$ cat config.mk
export PLATFORM = sky130hd
export DESIGN_NAME = program_memory_loader
export DESIGN_NICKNAME = d
export VERILOG_FILES = /design/src/rtl/program_loader_pkg.sv /design/src/rtl/word_assembler.sv /design/src/rtl/program_memory_loader.sv
export SDC_FILE = /design/constraint.sdc
export NUM_CORES = 1
export LEC_CHECK = 0
export CELL_PAD_IN_SITES_DETAIL_PLACEMENT = 0
export CELL_PAD_IN_SITES_GLOBAL_PLACEMENT = 1
export CORE_AREA = 2 2 123 125
export DETAILED_ROUTE_END_ITERATION = 10
export DIE_AREA = 0 0 125 127
export PLACE_DENSITY_LB_ADDON = 0.1
export REMOVE_ABC_BUFFERS = 1
export SLEW_MARGIN = 5
export SYNTH_ARGS = -nofsm -noshare
export SYNTH_HDL_FRONTEND = slang
export SYNTH_HIERARCHICAL = 1
export SYNTH_SLANG_ARGS = --single-unit
$ cat constraint.sdc
create_clock -name clk -period 5.6 [get_ports clk]
set_input_delay 1.68 -clock clk [delete_from_list [all_inputs] [get_ports clk]]
set_output_delay 1.68 -clock clk [all_outputs]
set_load 0.005 [all_outputs]
$ cat src/rtl/program_loader_pkg.sv
// Shared constants for the program memory loader: FSM state encodings and frame geometry.
// The optional trailing checksum byte is enabled by defining CHECKSUM_EN.
package program_loader_pkg;

    localparam logic [2:0] S_IDLE   = 3'd0;
    localparam logic [2:0] S_LEN_LO = 3'd1;
    localparam logic [2:0] S_LEN_HI = 3'd2;
    localparam logic [2:0] S_DATA   = 3'd3;
    localparam logic [2:0] S_WRITE  = 3'd4;
    localparam logic [2:0] S_CHECK  = 3'd5;
    localparam logic [2:0] S_DONE   = 3'd6;
    localparam logic [2:0] S_ERROR  = 3'd7;

    localparam int LEN_BYTES          = 2;
    localparam int DEFAULT_DATA_WIDTH = 32;
    localparam int BYTES_PER_WORD     = DEFAULT_DATA_WIDTH / 8;

    function automatic int bytes_per_word(input int dataWidth);
        return dataWidth / 8;
    endfunction

endpackage

$ cat src/rtl/word_assembler.sv
// Collects stream bytes into one little-endian word; the first byte of a word lands in [7:0].
module word_assembler
    import program_loader_pkg::*;
#(
    parameter int DATA_WIDTH = 32
) (
    input  logic                  clk,
    input  logic                  reset,
    input  logic                  i_clear,
    input  logic                  i_accept,
    input  logic [7:0]            i_byte,
    output logic                  o_wordFull,
    output logic [DATA_WIDTH-1:0] o_word
);

    localparam int BPW    = bytes_per_word(DATA_WIDTH);
    localparam int LANE_W = (BPW > 1) ? $clog2(BPW) : 1;
    localparam logic [LANE_W-1:0] LAST_LANE = LANE_W'(BPW - 1);

    logic [LANE_W-1:0]     r_lane;
    logic [DATA_WIDTH-1:0] r_shift;

    // Bytes enter at the top and shift down, so after a full word the oldest byte sits in [7:0].
    // o_word already includes the byte being accepted, letting the caller latch a complete word
    // on the same edge as the final handshake.
    assign o_word     = {i_byte, r_shift[DATA_WIDTH-1:8]};
    assign o_wordFull = i_accept && (r_lane == LAST_LANE);

    always_ff @(posedge clk or negedge reset) begin
        if (!reset) begin
            r_lane  <= '0;
            r_shift <= '0;
        end else if (i_clear) begin
            r_lane  <= '0;
            r_shift <= '0;
        end else if (i_accept) begin
            r_shift <= o_word;
            r_lane  <= o_wordFull ? '0 : r_lane + LANE_W'(1);
        end
    end

endmodule

$ cat src/rtl/program_memory_loader.sv
// Loads a length-prefixed byte stream word-by-word into program memory while holding the CPU stalled.
// Define CHECKSUM_EN to require a trailing XOR checksum byte over all data bytes.
module program_memory_loader
    import program_loader_pkg::*;
#(
    parameter int MEMORY_DEPTH = 32,
    parameter int DATA_WIDTH   = 32
) (
    input  logic                  clk,
    input  logic                  reset,
    input  logic                  Start,
    input  logic [7:0]            ByteIn,
    input  logic                  ByteValid,
    output logic                  ByteReady,
    output logic                  MemWrite,
    output logic [DATA_WIDTH-1:0] MemAddress,
    output logic [DATA_WIDTH-1:0] MemWriteData,
    output logic                  CpuHold,
    output logic                  Done,
    output logic                  Error
);

    localparam logic [15:0] MAX_WORDS = 16'(MEMORY_DEPTH);

    logic [2:0]            r_state;
    logic [15:0]           r_count;
    logic [15:0]           r_index;
    logic                  r_memWrite;
    logic [DATA_WIDTH-1:0] r_memAddress;
    logic [DATA_WIDTH-1:0] r_memWriteData;
`ifdef CHECKSUM_EN
    logic [7:0]            r_checksum;
`endif

    logic                  w_accept;
    logic                  w_dataAccept;
    logic                  w_startOk;
    logic                  w_wordFull;
    logic                  w_lenBad;
    logic [15:0]           w_lenNext;
    logic [DATA_WIDTH-1:0] w_word;

    assign ByteReady    = (r_state == S_LEN_LO) || (r_state == S_LEN_HI) ||
                          (r_state == S_DATA)   || (r_state == S_CHECK);
    assign w_accept     = ByteValid && ByteReady;
    assign w_dataAccept = w_accept && (r_state == S_DATA);
    assign w_startOk    = Start && ((r_state == S_IDLE) || (r_state == S_DONE) || (r_state == S_ERROR));
    assign w_lenNext    = {ByteIn, r_count[7:0]};
    assign w_lenBad     = (w_lenNext == 16'd0) || (w_lenNext > MAX_WORDS);

    word_assembler #(
        .DATA_WIDTH (DATA_WIDTH)
    ) u_assembler (
        .clk        (clk),
        .reset      (reset),
        .i_clear    (w_startOk),
        .i_accept   (w_dataAccept),
        .i_byte     (ByteIn),
        .o_wordFull (w_wordFull),
        .o_word     (w_word)
    );

    // Address and data are latched on the final byte handshake so they are valid throughout WRITE
    // and keep the last written word afterwards.
    always_ff @(posedge clk or negedge reset) begin
        if (!reset) begin
            r_state        <= S_IDLE;
            r_count        <= '0;
            r_index        <= '0;
            r_memWrite     <= 1'b0;
            r_memAddress   <= '0;
            r_memWriteData <= '0;
`ifdef CHECKSUM_EN
            r_checksum     <= '0;
`endif
        end else begin
            r_memWrite <= 1'b0;
            case (r_state)
                S_IDLE, S_DONE, S_ERROR: begin
                    if (Start) begin
                        r_state    <= S_LEN_LO;
                        r_count    <= '0;
                        r_index    <= '0;
`ifdef CHECKSUM_EN
                        r_checksum <= '0;
`endif
                    end
                end
                S_LEN_LO: begin
                    if (w_accept) begin
                        r_count[7:0] <= ByteIn;
                        r_state      <= S_LEN_HI;
                    end
                end
                S_LEN_HI: begin
                    if (w_accept) begin
                        r_count <= w_lenNext;
                        r_index <= '0;
                        r_state <= w_lenBad ? S_ERROR : S_DATA;
                    end
                end
                S_DATA: begin
                    if (w_accept) begin
`ifdef CHECKSUM_EN
                        r_checksum <= r_checksum ^ ByteIn;
`endif
                        if (w_wordFull) begin
                            r_memWrite     <= 1'b1;
                            r_memAddress   <= DATA_WIDTH'(r_index) << 2;
                            r_memWriteData <= w_word;
                            r_state        <= S_WRITE;
                        end
                    end
                end
                S_WRITE: begin
                    r_index <= r_index + 16'd1;
                    if (r_index == r_count - 16'd1) begin
`ifdef CHECKSUM_EN
                        r_state <= S_CHECK;
`else
                        r_state <= S_DONE;
`endif
                    end else begin
                        r_state <= S_DATA;
                    end
                end
`ifdef CHECKSUM_EN
                S_CHECK: begin
                    if (w_accept) begin
                        r_state <= (ByteIn == r_checksum) ? S_DONE : S_ERROR;
                    end
                end
`endif
                default: r_state <= S_IDLE;
            endcase
        end
    end

    // An aborted load keeps the CPU stalled so a partial program never runs.
    assign MemWrite     = r_memWrite;
    assign MemAddress   = r_memAddress;
    assign MemWriteData = r_memWriteData;
    assign Done         = (r_state == S_DONE);
    assign Error        = (r_state == S_ERROR);
    assign CpuHold      = (r_state != S_IDLE) && (r_state != S_DONE);

endmodule

==> results of run 1 <==
-- layout by cell type, fill, tap and decap left out, drive strengths merged, types with 15 or more instances in the layout --
master / netlist / final
nor3: 15 / 15
nand2: 164 / 164
conb: 1 / 16
o21ai: 28 / 28
mux2i: 27 / 27
xnor2: 19 / 19
nand3: 21 / 21
nor2: 44 / 44
inv: 15 / 20
clkdlybuf4s50: 0 / 63
dfrtp: 110 / 110
-- flip-flops by register name (all words and copies together) (netlist names) --
| register | count |
|---|---|
| r_state | 3 |
| MemAddress | 16 |
| r_index | 16 |
| u_assembler/r_shift | 24 |
| u_assembler/r_lane | 2 |
| MemWriteData | 32 |
| MemWrite | 1 |
| r_count | 16 |
-- per-layer routing --
metal / vias to the layer above / global-route usage (%)
li1: 2036 / -
met1: 1987 / 22.1
met2: 93 / 28.1
met3: 15 / 3.22
met4: 0 / 6.41
met5: - / 0
-- power by group --
part           switching, W  leakage [nW]  internal [W]
clock              0.000324         0.153      0.000358
combinational      0.000609          1.34      0.000510
sequential         0.000203          1.51      0.000969
total               0.00114          3.00       0.00184
-- logic make-up (layout without fill, tap and decap cells) --
logic type / count (synthesis) / after routing / share of synthesized area (%)
XOR/XNOR: 28 / 28 / 4.57
AO/OA/AOI/OAI: 67 / 67 / 7.87
multiplexers: 27 / 27 / 4.88
AND/OR/NAND/NOR: 293 / 293 / 24.4
flip-flops: 110 / 110 / 49.7
adder cells (fa/ha/maj): 3 / 3 / 0.678
buffers and inverters: 71 / 99 / 7.75
other: 1 / 16 / 0.0678
-- cell type report --
type                            instances  area (um2)  share of cell area (%)
Sequential cell                       110        2750                    42.8
Multi-Input combinational cell        434        2410                    37.5
Timing Repair Buffer                   68         668                    10.4
Tap cell                              184         230                    3.58
Clock buffer                            9         225                    3.50
Clock inverter                          7        85.1                    1.32
Inverter                               15        56.3                   0.876
-- tightest hold or removal path, cell delays in order (launching register included) --
cell     delay, ns
dfrtp_1       0.35
nand2_1       0.05
nand2_1       0.05
-- path summary, 6_finish.rpt --
check,from,to,slack (ns),cells past startpoint
setup / recovery,ByteValid,r_count[10]$_DFFE_PN0P_,1.79,7
hold / removal,u_assembler/r_shift[11]$_DFFE_PN0P_,MemWriteData[3]$_DFFE_PN0P_,0.47,2
setup reg to reg,r_count[0]$_DFFE_PN0P_,r_state[2]$_DFFE_PN0P_,2.70,8
hold reg to reg,u_assembler/r_shift[11]$_DFFE_PN0P_,MemWriteData[3]$_DFFE_PN0P_,0.47,2
max in group asynchronous,reset,r_index[4]$_DFFE_PN0P_,3.13,2
min in group asynchronous,reset,r_index[15]$_DFFE_PN0P_,1.47,1
-- stage by stage --
step	instance area [um2]	setup WS, ns	hold WS [ns]	power (W)	std cells
finish	6430	1.79	0.472	0.00297	827
global route	6430	1.58	0.497	0.00320	827
CTS	6430	1.79	0.479	0.00300	827
detailed placement	6120	1.43	0.452	0.00231	811
global placement	6120	1.51	0.454	0.00228	811
floorplan	5220	0.830	0.438	0.00196	559
==> impl_metrics.tcl, run 1 <==
set metrics [dict create \
    synth_most_common_cell "nand2_1" \
    dieWidth_um 125 \
    areaGrowthSynthToFinish_pct 16.2 \
    maxCapViolCount 0 \
    synthArstFlopShare_pct 100 \
    synthTopCellsByArea "dfrtp_1, nand2_1, mux2i_1, buf_4, nor2_1" \
    leakage_nw 3.00 \
    drcViolationCount 0 \
    min_period_over_period_pct 68.0 \
    wl_per_cell_um 15.2 \
    endpoint_kind "flop" \
    final.setup.tns_ns 0 \
    start_util_pct 38.4 \
    startpoint_type "primary input" \
    worst_slew_pin_slew_ns 0.997 \
    rsz0062_at_grt "false" \
    ant_nets 0 \
    crit_fanout 21 \
    period_minus_slack_ns 3.81 \
    synth-seq-area-share_pct 49.7 \
    syn_area_per_cell_um2 9.22 \
    synth_enable_flop_cells 0 \
    firstDrtPassIters 4 \
    ys_ff_latch 110 \
    rows 44 \
    core_um2 14400 \
    final_nets 653 \
    numCtsBuffers 9 \
    cpMaxStageDelayCell "and2_1" \
    clock_latency_ns 0.36 \
    clk_pin_slew_ns 0.08 \
    crit_chain "clkdlybuf4s50_1 -> or3b_1 -> a21oi_1 -> or2_1 -> and2_1 -> nand3_1 -> nand2_1" \
    path_buf_inv 1 \
    grt_antenna_before_repair 0 \
    vias 4131 \
    ir_worst_vdd_mv 0.166 \
    diodes 0 \
    top_layer "met4" \
    fin_util_pct 44.6 \
    synthTopCellsByCount "nand2_1, dfrtp_1, nor2_1, mux2i_1, buf_4" \
    synth_cell_types 63 \
    cts_tree "yes" \
    drt-total-wl_um 12600 \
    postCtsHoldBufs 0 \
    crit_family "simple AND/OR/NAND/NOR gates" \
    post_cts_resized 0 \
    status "finished, final reports clean" \
    power_density_nw_per_um2 462 \
    grt_pass1_vias 4222 \
    syn-cell-area_um2 5530 \
    overflow 0 \
    cts.sinks 110 \
    critical_path_class "in2reg" \
    post_cts_buffers 0 \
    die-area_um2 15900 \
    routabilityCongestion 0.827 \
    cp.arrival_ns 4.11 \
    hold_path.class "reg2reg" \
    ys_warn_count 6 \
    grt_util_all_layers_pct 16.9 \
    slew_headroom_pct 33.5 \
    die_h_um 127 \
    hold_viol 0 \
    setup_viol 0 \
    vias_per_cell 5.00 \
    cp.required_ns 5.90 \
    cts_root_buffer "clkbuf_16" \
    cts_buffer_depth 2 \
    yosysTopAreaCellShare_pct 49.7 \
    pin_count 81 \
    grt_pass1_wl_um 21600 \
    final_layout_size_suffix_gt1_share_pct 5.91 \
    ys.flop_type "dfrtp_1" \
    fmax_ghz 0.263 \
    yosysTopAreaCell "dfrtp_1" \
    synthCells 600 \
    grt_max_degree 78 \
    drtIter0Drc 180 \
    n_fill_cell 1450 \
    numPortBuffers 64 \
    wirelength_met1_um 6010 \
    critPathMaxStageDelay_ns 0.72 \
    fin_skew_ns 0.00813 \
    cts-htree-levels 3 \
    dr_wl_met3_um 513 \
    drv_slew 0 \
    hpwl_um 8380 \
    wl_met2_um 5830 \
]
Note: power is estimated with default switching activity, not from simulation.
==> run 2, diff against run 1 <==
Settings changed: CORE_AREA 2 2 123 125 to 2 2 124 126, DIE_AREA 0 0 125 127 to 0 0 126 128.
Clock period 5.6 ns to 3.2 ns, I/O delays scaled along.
==> run 2 against run 1 <==
  * Clock-buffer cell count is 2 higher
  * Hold slack better by 0.0042 ns
  * Wire length is 2.7% higher
  * Global-route usage hardly changed
  * Non-clock buffer count is 17 higher
  * Critical endpoint is now Done
  * Power is 77% higher
  * Largest cell class unchanged
  * Clock skew is 0.0019 ns higher
  * Cell area is 2.3% higher
==> impl_metrics.tcl, run 2 (synthesis gave the netlist of run 1 again) <==
set metrics [dict create \
    status "finished, final reports clean" \
    drcViolationCount 0 \
    hpwl_um 9020 \
    fmax_ghz 0.336 \
    postCtsHoldBufs 0 \
    worstReg2RegStart "r_count[0]$_DFFE_PN0P_" \
    cts_tree "yes" \
    crit_chain "and2_0 -> nor2b_1 -> clkdlybuf4s50_1" \
    switching_power_w 0.00199 \
    areaGrowthSynthToFinish_pct 18.8 \
    crit_fanout 14 \
    instances_no_fill 848 \
    grt_antenna_before_repair 0 \
    final_common_cell "nand2_1" \
    critical_path_class "reg2out" \
    clk_pin_slew_ns 0.08 \
    cts_buffer_depth 2 \
    pin_count 81 \
    drt-total-wl_um 12900 \
    rsz0062_at_grt "false" \
    grt_pass1_vias 4209 \
    cpMaxStageDelayCell "dfrtp_1" \
    numPortBuffers 64 \
    crit_family "flip-flops" \
    cp.depth 3 \
    cts_root_buffer "clkbuf_16" \
    post_cts_buffers 0 \
    post_cts_resized 0 \
    drv_slew 0 \
    seq_area_um2 2750 \
    critPathCapture "Done" \
    ff2ff_path_depth 9 \
    hold_path.class "reg2reg" \
    cts-htree-levels 3 \
    cp.required_ns 2.24 \
    grt_max_degree 44 \
    place_inst 832 \
    grt_util_all_layers_pct 16.9 \
    hold_viol 0 \
    ant_nets 0 \
    endpoint_kind "output pin" \
    vias_per_cell 4.92 \
    ir_worst_vdd_mv 0.346 \
    final.setup.tns_ns 0 \
    crit_start "r_state[1]$_DFFE_PN0P_" \
    start_util_pct 37.2 \
    overflow 0 \
    final_layout_size_suffix_gt1_share_pct 8.03 \
    diodes 0 \
    core_um2 14900 \
    swShare_pct 37.7 \
    fin_skew_ns 0.0100 \
    min_period_over_period_pct 92.9 \
    n_fill_cell 1488 \
    p_comb_share_pct 39.3 \
    largest_reg_flops 32 \
    die_h_um 128 \
    slew_headroom_pct 41.2 \
    firstDrtPassIters 4 \
    hold_ws_ns 0.476 \
    grt_pass1_wl_um 21900 \
    power_density_nw_per_um2 802 \
    routabilityCongestion 0.780 \
    setup_viol 0 \
    vias 4171 \
    reg2reg_slack_ns 0.62 \
    multi_input_area_um2 2410 \
    leakage_nw 3.08 \
    cp.arrival_ns 2.01 \
    seqPwrFrac_pct 38.7 \
    maxCapViolCount 0 \
    drtIter0Drc 290 \
    clock_latency_ns 0.36 \
    die-area_um2 16100 \
    final_nets 670 \
    finalWorstSetupSlack_ns 0.228 \
    p_int_w 0.00328 \
    rows 45 \
    worst_slew_pin_slew_ns 0.876 \
    final_cell_mix "nand2_1, dfrtp_1, clkdlybuf4s50_1" \
    critPathMaxStageDelay_ns 0.61 \
    period_minus_slack_ns 2.97 \
    p_clk_share_pct 22.0 \
    dp_slack_ns -0.0599 \
    r2r_end "r_state[2]$_DFFE_PN0P_" \
    dieWidth_um 126 \
    wl_per_cell_um 15.2 \
    startpoint_type "flop" \
    numCtsBuffers 9 \
    path_buf_inv 1 \
    cts.sinks 110 \
]
-- run 2: changes by cell type in the layout (fill, tap and decap cells not counted), sizes merged --
cell / delta
inv: -3
clkinvlp: +1
clkbuf: +2
buf: +17
-- run 2: area by class of cell --
class                   instances  area share [%]
inverters                      15           0.856
clock inverters                 5            1.01
flip-flops and latches        110            41.9
clock buffers                  11            3.54
repair buffers                 85            12.5
well taps                     188            3.58
multi-input cells             434            36.7
-- run 2: metrics by stage --
| step | util (%) | instance area (um2) | total power [W] |
|---|---|---|---|
| after floorplan | - | 5220 | 0.00342 |
| after global placement | 42.2 | 6280 | 0.00411 |
| after detailed placement | 42.2 | 6280 | 0.00415 |
| after CTS | 44.2 | 6580 | 0.00533 |
| after global routing | 44.2 | 6580 | 0.00568 |
| final | 44.2 | 6580 | 0.00527 |
-- run 2: per-layer routing --
metal / vias to the layer above / track usage [%] / wire length, um
met1: 2016 / 22.4 / 6160
li1: 2064 / - / -
met2: 82 / 27.9 / 6140
met5: - / 0 / 0
met3: 9 / 4.05 / 460
met4: 0 / 4.85 / 162
-- run 2: power by group through the flow --
stage	registers [W]	logic (W)	clock network, W
after floorplan	0.00198	0.00144	0
after global placement	0.00206	0.00205	0
after detailed placement	0.00207	0.00208	0
after CTS	0.00204	0.00209	0.00119
after global routing	0.00210	0.00232	0.00126
final	0.00204	0.00207	0.00116
-- run 2: how the worst min path moves through the flow --
stage,end,start,depth (start not counted),slack [ns]
3_3_place_gp,MemWriteData[2]$_DFFE_PN0P_,u_assembler/r_shift[10]$_DFFE_PN0P_,2,0.46
6_report,MemAddress[6]$_DFFE_PN0P_,MemAddress[6]$_DFFE_PN0P_,2,0.48
3_5_place_dp,MemWriteData[2]$_DFFE_PN0P_,u_assembler/r_shift[10]$_DFFE_PN0P_,2,0.46
5_1_grt,MemAddress[10]$_DFFE_PN0P_,MemAddress[10]$_DFFE_PN0P_,2,0.50
4_1_cts,MemWriteData[2]$_DFFE_PN0P_,u_assembler/r_shift[10]$_DFFE_PN0P_,2,0.48
2_1_floorplan,MemWriteData[0]$_DFFE_PN0P_,u_assembler/r_shift[8]$_DFFE_PN0P_,2,0.44
-- run 2: worst min-delay path: stages (launching register included) --
cell and delay [ns]:
dfrtp_1 0.34, nand2_1 0.05, nand2_1 0.06
